==> config.mk <==
export PLATFORM = sky130hd
export DESIGN_NAME = mc_controller
export DESIGN_NICKNAME = d
export VERILOG_FILES = /design/src/rtl/mips_pkg.sv /design/src/rtl/mc_outdec.sv /design/src/rtl/mc_controller.sv
export SDC_FILE = /design/constraint.sdc
export NUM_CORES = 1
export LEC_CHECK = 0
export ABC_AREA = 0
export CORE_UTILIZATION = 30
export CTS_CLUSTER_SIZE = 20
export DETAILED_ROUTE_END_ITERATION = 10
export HOLD_SLACK_MARGIN = 0.08
export PLACE_DENSITY = 0.65
export SYNTH_ARGS = -nofsm -noshare
export SYNTH_HDL_FRONTEND = slang
export SYNTH_SLANG_ARGS = --single-unit
==> constraint.sdc <==
create_clock -name clk -period 3.43 [get_ports clk]
set_clock_uncertainty 0.05 [all_clocks]
set_input_delay 0.686 -clock clk [delete_from_list [all_inputs] [get_ports clk]]
set_output_delay 0.686 -clock clk [all_outputs]
set_load 0.02 [all_outputs]
==> src/rtl/mips_pkg.sv <==
// Shared encodings for the multi-cycle MIPS control path: FSM states, opcodes,
// ALU operation classes, mux select codes and the packed control word.
package mips_pkg;

    typedef enum logic [3:0] {
        S_FETCH   = 4'd0,
        S_DECODE  = 4'd1,
        S_MEMADR  = 4'd2,
        S_MEMRD   = 4'd3,
        S_MEMWB   = 4'd4,
        S_MEMWR   = 4'd5,
        S_EXECUTE = 4'd6,
        S_ALUWB   = 4'd7,
        S_BRANCH  = 4'd8,
        S_ADDIEX  = 4'd9,
        S_ORIEX   = 4'd10,
        S_IMMWB   = 4'd11,
        S_JUMP    = 4'd12
    } state_t;

    localparam logic [5:0] OP_LW    = 6'b100011;
    localparam logic [5:0] OP_SW    = 6'b101011;
    localparam logic [5:0] OP_RTYPE = 6'b000000;
    localparam logic [5:0] OP_BEQ   = 6'b000100;
    localparam logic [5:0] OP_ADDI  = 6'b001000;
    localparam logic [5:0] OP_ORI   = 6'b001101;
    localparam logic [5:0] OP_J     = 6'b000010;

    // Must stay aligned with the ALU decoder's aluop interpretation.
    localparam logic [1:0] ALUOP_ADD   = 2'b00;
    localparam logic [1:0] ALUOP_SUB   = 2'b01;
    localparam logic [1:0] ALUOP_FUNCT = 2'b10;
    localparam logic [1:0] ALUOP_OR    = 2'b11;

    localparam logic [1:0] SRCB_REG    = 2'b00;
    localparam logic [1:0] SRCB_FOUR   = 2'b01;
    localparam logic [1:0] SRCB_IMM    = 2'b10;
    localparam logic [1:0] SRCB_BRANCH = 2'b11;

    localparam logic [1:0] PCSRC_ALU    = 2'b00;
    localparam logic [1:0] PCSRC_ALUOUT = 2'b01;
    localparam logic [1:0] PCSRC_JUMP   = 2'b10;

    typedef struct packed {
        logic       pcwrite;
        logic       branch;
        logic       iord;
        logic       memwrite;
        logic       irwrite;
        logic       regdst;
        logic       memtoreg;
        logic       regwrite;
        logic       alusrca;
        logic [1:0] alusrcb;
        logic       immzext;
        logic [1:0] pcsrc;
        logic [1:0] aluop;
    } ctrl_t;

    function automatic logic op_legal(input logic [5:0] op);
        return (op == OP_LW) || (op == OP_SW) || (op == OP_RTYPE) ||
               (op == OP_BEQ) || (op == OP_ADDI) || (op == OP_ORI) ||
               (op == OP_J);
    endfunction

endpackage

==> src/rtl/mc_outdec.sv <==
// Combinational state -> control word table for the multi-cycle controller.
// Unused encodings decode to an all-zero control word.
module mc_outdec
    import mips_pkg::*;
(
    input  state_t st,
    output ctrl_t  ctrl
);

    always_comb begin
        ctrl = '0;
        case (st)
            S_FETCH: begin
                ctrl.irwrite = 1'b1;
                ctrl.alusrcb = SRCB_FOUR;
                ctrl.aluop   = ALUOP_ADD;
                ctrl.pcsrc   = PCSRC_ALU;
                ctrl.pcwrite = 1'b1;
            end
            S_DECODE: begin
                ctrl.alusrcb = SRCB_BRANCH;
                ctrl.aluop   = ALUOP_ADD;
            end
            S_MEMADR, S_ADDIEX: begin
                ctrl.alusrca = 1'b1;
                ctrl.alusrcb = SRCB_IMM;
                ctrl.aluop   = ALUOP_ADD;
            end
            S_MEMRD: ctrl.iord = 1'b1;
            S_MEMWB: begin
                ctrl.regwrite = 1'b1;
                ctrl.memtoreg = 1'b1;
            end
            S_MEMWR: begin
                ctrl.iord     = 1'b1;
                ctrl.memwrite = 1'b1;
            end
            S_EXECUTE: begin
                ctrl.alusrca = 1'b1;
                ctrl.alusrcb = SRCB_REG;
                ctrl.aluop   = ALUOP_FUNCT;
            end
            S_ALUWB: begin
                ctrl.regwrite = 1'b1;
                ctrl.regdst   = 1'b1;
            end
            S_BRANCH: begin
                ctrl.alusrca = 1'b1;
                ctrl.alusrcb = SRCB_REG;
                ctrl.aluop   = ALUOP_SUB;
                ctrl.pcsrc   = PCSRC_ALUOUT;
                ctrl.branch  = 1'b1;
            end
            S_ORIEX: begin
                ctrl.alusrca = 1'b1;
                ctrl.alusrcb = SRCB_IMM;
                ctrl.immzext = 1'b1;
                ctrl.aluop   = ALUOP_OR;
            end
            S_IMMWB: ctrl.regwrite = 1'b1;
            S_JUMP: begin
                ctrl.pcsrc   = PCSRC_JUMP;
                ctrl.pcwrite = 1'b1;
            end
            default: ctrl = '0;
        endcase
    end

endmodule

==> src/rtl/mc_controller.sv <==
// Multi-cycle MIPS main control FSM (Moore); pcen and illegal are the only
// combinational-from-input outputs. Reset gates every write enable in its cycle.
module mc_controller
    import mips_pkg::*;
(
    input  logic       clk,
    input  logic       reset,
    input  logic [5:0] op,
    input  logic       zero,
    output logic       pcen,
    output logic       iord,
    output logic       memwrite,
    output logic       irwrite,
    output logic       regdst,
    output logic       memtoreg,
    output logic       regwrite,
    output logic       alusrca,
    output logic [1:0] alusrcb,
    output logic       immzext,
    output logic [1:0] pcsrc,
    output logic [1:0] aluop,
    output logic       illegal,
    output logic [3:0] state
);

    state_t state_q;
    state_t state_d;
    state_t dec_state;
    ctrl_t  ctrl;

    always_ff @(posedge clk) begin
        if (reset) state_q <= S_FETCH;
        else       state_q <= state_d;
    end

    always_comb begin
        state_d = S_FETCH;
        case (state_q)
            S_FETCH: state_d = S_DECODE;
            S_DECODE: begin
                case (op)
                    OP_LW, OP_SW: state_d = S_MEMADR;
                    OP_RTYPE:     state_d = S_EXECUTE;
                    OP_BEQ:       state_d = S_BRANCH;
                    OP_ADDI:      state_d = S_ADDIEX;
                    OP_ORI:       state_d = S_ORIEX;
                    OP_J:         state_d = S_JUMP;
                    default:      state_d = S_FETCH;
                endcase
            end
            S_MEMADR:  state_d = (op == OP_SW) ? S_MEMWR : S_MEMRD;
            S_MEMRD:   state_d = S_MEMWB;
            S_EXECUTE: state_d = S_ALUWB;
            S_ADDIEX:  state_d = S_IMMWB;
            S_ORIEX:   state_d = S_IMMWB;
            default:   state_d = S_FETCH;
        endcase
    end

    // During reset the datapath selects already show FETCH so the first fetch is clean.
    assign dec_state = reset ? S_FETCH : state_q;

    mc_outdec u_outdec (
        .st   (dec_state),
        .ctrl (ctrl)
    );

    assign pcen     = ~reset & (ctrl.pcwrite | (ctrl.branch & zero));
    assign irwrite  = ~reset & ctrl.irwrite;
    assign memwrite = ~reset & ctrl.memwrite;
    assign regwrite = ~reset & ctrl.regwrite;
    assign illegal  = ~reset & (state_q == S_DECODE) & ~op_legal(op);

    assign iord     = ctrl.iord;
    assign regdst   = ctrl.regdst;
    assign memtoreg = ctrl.memtoreg;
    assign alusrca  = ctrl.alusrca;
    assign alusrcb  = ctrl.alusrcb;
    assign immzext  = ctrl.immzext;
    assign pcsrc    = ctrl.pcsrc;
    assign aluop    = ctrl.aluop;
    assign state    = state_q;

endmodule

==> results of run 1 <==
==> worst max-delay path: cells and delay by family <==
family	cells	cell delay, ns
buf+inv	2	1.06
fa+ha+maj	1	0.40
compound gates	2	0.24
simple gates	1	0.13
==> where the power goes <==
part / internal (mW) / total [mW] / switching, mW / leakage, nW
sequential: 0.0505 / 0.0631 / 0.0126 / 0.0326
combinational: 0.0492 / 0.101 / 0.0514 / 0.258
clock: 0.0391 / 0.0572 / 0.0181 / 0.0138
==> cell usage in the layout, fill, tap and decap left out <==
master | synthesis | layout
a2111oi_0 | 1 | 1
a211oi_1 | 1 | 1
a211oi_2 | 1 | 1
a21oi_1 | 4 | 4
a22o_1 | 1 | 1
a31o_1 | 1 | 1
and2_1 | 2 | 2
and3_1 | 1 | 1
buf_4 | 0 | 3
clkbuf_4 | 0 | 3
clkdlybuf4s50_1 | 0 | 28
dfxtp_1 | 4 | 4
inv_1 | 3 | 3
maj3_1 | 2 | 2
mux2_2 | 1 | 1
nand2_1 | 9 | 9
nand2b_1 | 1 | 1
nand3_1 | 1 | 1
nand3b_1 | 1 | 1
nand4b_1 | 1 | 1
nor2_1 | 9 | 9
nor3_1 | 6 | 6
nor3_2 | 1 | 1
nor4_1 | 4 | 4
o2111a_1 | 1 | 1
o21a_1 | 1 | 1
o21ai_0 | 2 | 2
o221a_1 | 1 | 1
o22a_1 | 2 | 2
o31ai_1 | 3 | 3
o32ai_1 | 1 | 1
or2b_1 | 1 | 1
or3_1 | 1 | 1
or3_2 | 1 | 1
or4b_4 | 1 | 1
xnor2_1 | 1 | 1
xor2_1 | 2 | 2
==> how the worst max path moves through the flow <==
| stage | startpoint | end | slack (ns) | cells after the start |
|---|---|---|---|---|
| finish | op[2] | illegal | 0.17 | 6 |
| global route | op[2] | illegal | 0.05 | 6 |
| CTS | op[2] | illegal | 0.15 | 6 |
| detailed placement | op[2] | illegal | 0.15 | 6 |
| global placement | op[2] | illegal | 0.22 | 6 |
| floorplan | state[3] | aluop[1] | 0.73 | 3 |
==> logic make-up (layout without fill, tap and decap cells) <==
logic type / count (synthesis) / count (layout) / synth area share
xor+xnor: 3 / 3 / 0.0469
flops: 4 / 4 / 0.143
compound gates: 20 / 20 / 0.277
simple gates: 40 / 40 / 0.382
fa+ha+maj: 2 / 2 / 0.0357
mux: 1 / 1 / 0.0201
buf+inv: 11 / 37 / 0.0960
==> metal layers <==
metal | track usage | routed length, um | up-vias
met2 | 0.258 | 683 | 26
li1 | - | - | 355
met1 | 0.234 | 744 | 301
met4 | 0.0909 | 32 | 0
met5 | 0 | 0 | -
met3 | 0.0200 | 77 | 4
==> area by class of cell <==
type                            count  area [sq um]  area share
Multi-Input combinational cell     66           427       0.488
Timing Repair Buffer               31           303       0.346
Sequential cell                     4          80.1      0.0916
Tap cell                           25          31.3      0.0358
Clock buffer                        3          22.5      0.0258
Inverter                            3          11.3      0.0129
==> metrics by stage <==
stage | hold slack (ns) | std cells
CTS | 0.742 | 132
global placement | 0.731 | 129
global route | 0.787 | 132
finish | 0.747 | 132
floorplan | 0.662 | 81
detailed placement | 0.733 | 129
==> qor.csv, run 1 <==
metric,value,unit
outcome,"complete, no violations",
hpwl,1.18,mm
cts_resized,0,
overflow,0,
numPortBuffers,28,
rows,15,
cp_cell_sequence,"clkdlybuf4s50_1, maj3_1, nor3_1, a21oi_1, o21a_1, clkdlybuf4s50_1",
fp.dieArea,0.00205,sq mm
vias,686,
routedWlPerCell,11.7,um
first_pass_iters,4,
layout.nets,118,
grt_max_degree,15,
cts_tree,yes,
grt_pass1_wl,2.58,mm
largest_register_ffs,4,
reg2reg_from,state[0],
fin_area,875,sq um
whs_endpoint,state[1],
worst_hold_path_type,flop to flop,
rsz0062_at_grt,false,
hold_start,state[2],
setup_slack,0.170,ns
pre_cts_ws,0.154,ns
setup_viol,0,
yosys-top-cells-count,"nand2_1 (9), nor2_1 (9), nor3_1 (6)",
synth_top_flop_cell,dfxtp_1,
cellPowerDensity,253,mW/mm^2
ff2ff_path_depth,4,
drive_gt1_frac,0.103,
cp_slowest_cell,clkdlybuf4s50_1,
p_leak,0.305,nW
avgViaCountPerCell,5.20,
yosysSeqAreaShare,0.143,
cts_made_buffers,3,
synth.area.top_cells,"dfxtp_1 (14%), nand2_1 (6.0%), nor2_1 (6.0%), nor3_1 (5.4%), nor4_1 (4.5%)",
finalMaxSlewViolations,0,
nFillCells,172,
antenna_left,0,
postCtsSetupBuffers,0,
netlist_instances,81,
grt_pass1_vias,611,
clkSlewWorstSetupHoldPaths,0.03,ns
crit_path_max_fanout,8,
fin_util,0.501,
slowest_delay,0.53,ns
reg2reg_to,state[1],
ir_drop,0.000163,V
gp_congestion,0.796,
areaGrowthSynthToFinish,56.0,%
yosysTopAreaCellShare,0.143,
worstSetupPathType,primary input to primary output,
async_reset_ff_frac,0,
holdBufCountCts,0,
cts_buffer_depth,2,
fin_tns_setup,0,ns
clk_latency,0.23,ns
path_common_cell,clkdlybuf4s50_1,
routed_wl,1.54,mm
track_usage,0.170,
period_needed,3.26,ns
slew_headroom,0.691,
core,0.00175,sq mm
fmax,0.307,GHz
first_iter_violations,11,
num_io_pins,29,
synth.cell_area,561,sq um
finalPower,0.221,mW
yosysWarnings,0,
diodes,0,
clock_sinks,4,
cp.arrival,2.52,ns
initial_utilization,0.321,
ctsHtreeMaxLevel,1,
die_y,45.2,um
synth-seq-cells,4,
worstPathRequired,2.69,ns
antenna_found_initial,0,
hold_violations,0,
die_w,45.2,um
worstHoldPathCells,3,
synth_area_per_cell,6.92,sq um
crit_path_start_kind,primary input,
synth_edf_count,0,
maxCapViolations,0,
worst_pin_slew,0.463,ns
cts-root-buf,clkbuf_4,
fin_crit_sh,0.950,
placed_area,852,sq um
synth_top_cell_by_area,dfxtp_1,
synth_cell_types,37,
drc,0,
crit_path_end_kind,primary output,
syn_nets,90,
r2r_slack,1.67,ns
No activity file was read; power rests on OpenSTA's default activity.
==> run 2, diff against run 1 <==
Settings changed: CAP_MARGIN set to 20, CELL_PAD_IN_SITES_DETAIL_PLACEMENT set to 0, CELL_PAD_IN_SITES_GLOBAL_PLACEMENT set to 2, CORE_ASPECT_RATIO set to 0.6, CORE_UTILIZATION 30 to 21, PLACE_DENSITY 0.65 to 0.85.
==> qor.csv, run 2 (synthesized netlist as in run 1, its figures left out) <==
metric,value,unit
outcome,"complete, no violations",
rsz0062_at_grt,false,
p_leak,0.308,nW
worst_pin_slew,0.453,ns
reg2reg_from,state[0],
cp.arrival,2.51,ns
crit_path_max_fanout,8,
cp_cell_sequence,"clkdlybuf4s50_1, maj3_1, nor3_1, a21oi_1, o21a_1, clkdlybuf4s50_1",
ff2ff_path_depth,4,
crit_path_start_kind,primary input,
finalPower,0.272,mW
nFillCells,273,
regArea,80.1,sq um
num_io_pins,29,
rows,14,
clk_latency,0.23,ns
slew_headroom,0.698,
drc,0,
slowest_delay,0.53,ns
cts_buffer_depth,2,
hold_violations,0,
cellPowerDensity,304,mW/mm^2
largest_register_ffs,4,
initial_utilization,0.222,
crit_path_end_kind,primary output,
final_common_cell,clkdlybuf4s50_1,
routed_wl,1.82,mm
gp_congestion,0.742,
cts_tree,yes,
fp.dieArea,0.00289,sq mm
diodes,0,
cts_resized,0,
fin_hold_ws,0.656,ns
critPathLaunch,op[2],
vias,719,
crit_end,illegal,
setup_viol,0,
fmax,0.308,GHz
ctsHtreeMaxLevel,1,
core,0.00252,sq mm
hpwl,1.36,mm
routedWlPerCell,13.2,um
track_usage,0.147,
avgViaCountPerCell,5.21,
grt_max_degree,15,
cts-root-buf,clkbuf_8,
fin_tns_setup,0,ns
holdBufCountCts,0,
cts_made_buffers,3,
ir_drop,0.000117,V
worstSetupPathType,primary input to primary output,
overflow,0,
numPortBuffers,28,
multi_input_area,427,sq um
cp_slowest_cell,clkdlybuf4s50_1,
antenna_found_initial,0,
worstPathRequired,2.69,ns
path_common_cell,clkdlybuf4s50_1,
layout_common_cells,"clkdlybuf4s50_1 (28), nand2_1 (9), nor2_1 (9)",
grt_pass1_vias,638,
areaGrowthSynthToFinish,59.6,%
finalMaxSlewViolations,0,
first_pass_iters,4,
clock_sinks,4,
worst_hold_path_type,flop to flop,
die_w,68.7,um
layout.nets,117,
drive_gt1_frac,0.0943,
clkSlewWorstSetupHoldPaths,0.03,ns
first_iter_violations,17,
fin_crit_sh,0.947,
postCtsSetupBuffers,0,
antenna_left,0,
period_needed,3.25,ns
maxCapViolations,0,
reg2reg_to,state[1],
grt_pass1_wl,2.99,mm
r2r_slack,1.67,ns
die_y,42.0,um
-- run 2: cell count changes in the layout (fill, tap and decap cells not counted), sizes merged --
cell / before / now
buf: 3 / 2
-- run 2: per-layer routing --
metal  vias up  global-route usage  wire length, um
li1        353                   -                -
met5         -                   0                0
met3         5              0.0734              148
met4         0              0.0612               25
met2        19               0.186              753
met1       342               0.204              894
-- run 2: critical path: cells and delay by family --
kind	cells	cell delay, ns
buffers and inverters	2	1.06
adder cells (fa/ha/maj)	1	0.39
AO/OA/AOI/OAI	2	0.23
AND/OR/NAND/NOR	1	0.14
-- run 2: worst min path at each step --
stage / from / end / slack (ns) / cells past startpoint
after floorplan: state[2] / state[3] / 0.66 / 2
after global placement: state[2] / state[3] / 0.65 / 2
after detailed placement: state[2] / state[3] / 0.65 / 2
after CTS: state[2] / state[3] / 0.66 / 2
after global routing: state[2] / state[2] / 0.72 / 3
final: state[2] / state[3] / 0.66 / 2
-- run 2: layout make-up --
| class | count | area share |
|---|---|---|
| tap | 32 | 0.0448 |
| clock buffer | 3 | 0.0462 |
| timing repair buffer | 30 | 0.330 |
| multi-input combinational | 66 | 0.477 |
| inverter | 3 | 0.0126 |
| sequential | 4 | 0.0895 |
-- run 2: through the flow --
stage	instances	area [sq um]	util	setup slack [ns]
floorplan	81	561	-	0.729
global placement	135	853	0.338	0.209
detailed placement	135	853	0.338	0.190
CTS	138	895	0.355	0.191
global route	138	895	0.355	0.0144
finish	138	895	0.355	0.183
-- run 2: power breakdown --
group	switching, mW	total, mW	internal (mW)	leakage [nW]
combinational	0.0533	0.102	0.0484	0.254
clock	0.0316	0.107	0.0754	0.0216
sequential	0.0126	0.0631	0.0505	0.0326
==> run 3, diff against run 2 <==
Settings changed: PLACE_DENSITY 0.85 to 0.87.
==> qor.csv, run 3 (synthesized netlist as in run 1, its figures left out) <==
metric,value,unit
postCtsSetupBuffers,0,
clkSlewWorstSetupHoldPaths,0.04,ns
layout.nets,117,
cts_buffer_depth,2,
routed_wl,1.77,mm
cellPowerDensity,301,mW/mm^2
cts_made_buffers,3,
swShare,0.353,
largest_register_ffs,4,
layout_common_cells,"clkdlybuf4s50_1 (28), nand2_1 (9), nor2_1 (9)",
cell_internal_pwr,0.174,mW
maxCapViolations,0,
first_pass_iters,4,
grt_max_degree,15,
fp.dieArea,0.00289,sq mm
placed_area,853,sq um
antenna_found_initial,0,
fin_cells,138,
vias,691,
nFillCells,285,
clock_sinks,4,
areaGrowthSynthToFinish,59.6,%
hold_violations,0,
numPortBuffers,28,
clk_latency,0.23,ns
worstPathRequired,2.69,ns
rsz0062_at_grt,false,
worstSetupPathType,primary input to primary output,
crit_path_end_kind,primary output,
setup_slack,0.180,ns
holdBufCountCts,0,
gp_congestion,0.769,
fin_tns_setup,0,ns
period_needed,3.25,ns
fmax,0.308,GHz
finalMaxSlewViolations,0,
power.net_switching,0.0953,mW
cts_tree,yes,
cts-root-buf,clkbuf_8,
outcome,"complete, no violations",
post-place-cells,135,
crit_path_max_fanout,8,
comb_power_share,0.371,
finalPower,0.270,mW
die_y,42.0,um
antenna_left,0,
routedWlPerCell,12.8,um
grt_pass1_vias,591,
ctsHtreeMaxLevel,1,
fin_area,895,sq um
setup_viol,0,
num_io_pins,29,
pre_cts_ws,0.178,ns
diodes,0,
fin_crit_sh,0.947,
slew_headroom,0.679,
die_w,68.7,um
ir_drop,0.0000883,V
final_common_cell,clkdlybuf4s50_1,
p_leak,0.308,nW
overflow,0,
track_usage,0.138,
pwr-share-clk,0.394,
drc,0,
core,0.00252,sq mm
drive_gt1_frac,0.0943,
hpwl,1.33,mm
worst_hold_path_type,flop to flop,
power_frac_seq,0.235,
crit_path_start_kind,primary input,
initial_utilization,0.222,
cts_resized,0,
first_iter_violations,23,
worst_pin_slew,0.481,ns
rows,14,
grt_pass1_wl,2.82,mm
avgViaCountPerCell,5.01,
cp.arrival,2.51,ns
[run 3: critical path, cell delays in order]
cell	delay, ns
clkdlybuf4s50_1	0.54
maj3_1	0.40
nor3_1	0.14
a21oi_1	0.06
o21a_1	0.17
clkdlybuf4s50_1	0.53
[run 3: through the flow]
stage / utilization / hold slack [ns]
floorplan: - / 0.662
finish: 0.355 / 0.676
global placement: 0.338 / 0.672
detailed placement: 0.338 / 0.652
CTS: 0.355 / 0.671
global route: 0.355 / 0.694
[run 3: power by group through the flow]
stage	Clock, mW	Combinational, mW	Sequential (mW)
floorplan	0	0.0623	0.0593
global placement	0	0.100	0.0634
detailed placement	0	0.0998	0.0639
CTS	0.108	0.100	0.0628
global route	0.111	0.109	0.0647
finish	0.106	0.0999	0.0633
[run 3: metal layers]
metal | up-vias | GRT usage | share of wire
met5 | - | 0 | 0
met4 | 0 | 0.0571 | 0.016
met2 | 15 | 0.167 | 0.40
met3 | 7 | 0.0734 | 0.058
met1 | 317 | 0.198 | 0.52
li1 | 352 | - | -
[run 3: layout make-up]
| type | instances | area (sq um) | area share |
|---|---|---|---|
| clock buffer | 3 | 41.3 | 0.0462 |
| inverter | 3 | 11.3 | 0.0126 |
| timing repair buffer | 30 | 295 | 0.330 |
| multi-input combinational | 66 | 427 | 0.477 |
| tap | 32 | 40.0 | 0.0448 |
| sequential | 4 | 80.1 | 0.0895 |
[run 3: worst paths after layout]
check | from | endpoint | slack (ns) | cells past startpoint
worst min-delay path | state[2] | state[3] | 0.68 | 2
worst min register to register | state[2] | state[3] | 0.68 | 2
worst max register to register | state[0] | state[1] | 1.68 | 4
worst max-delay path | op[2] | illegal | 0.18 | 6
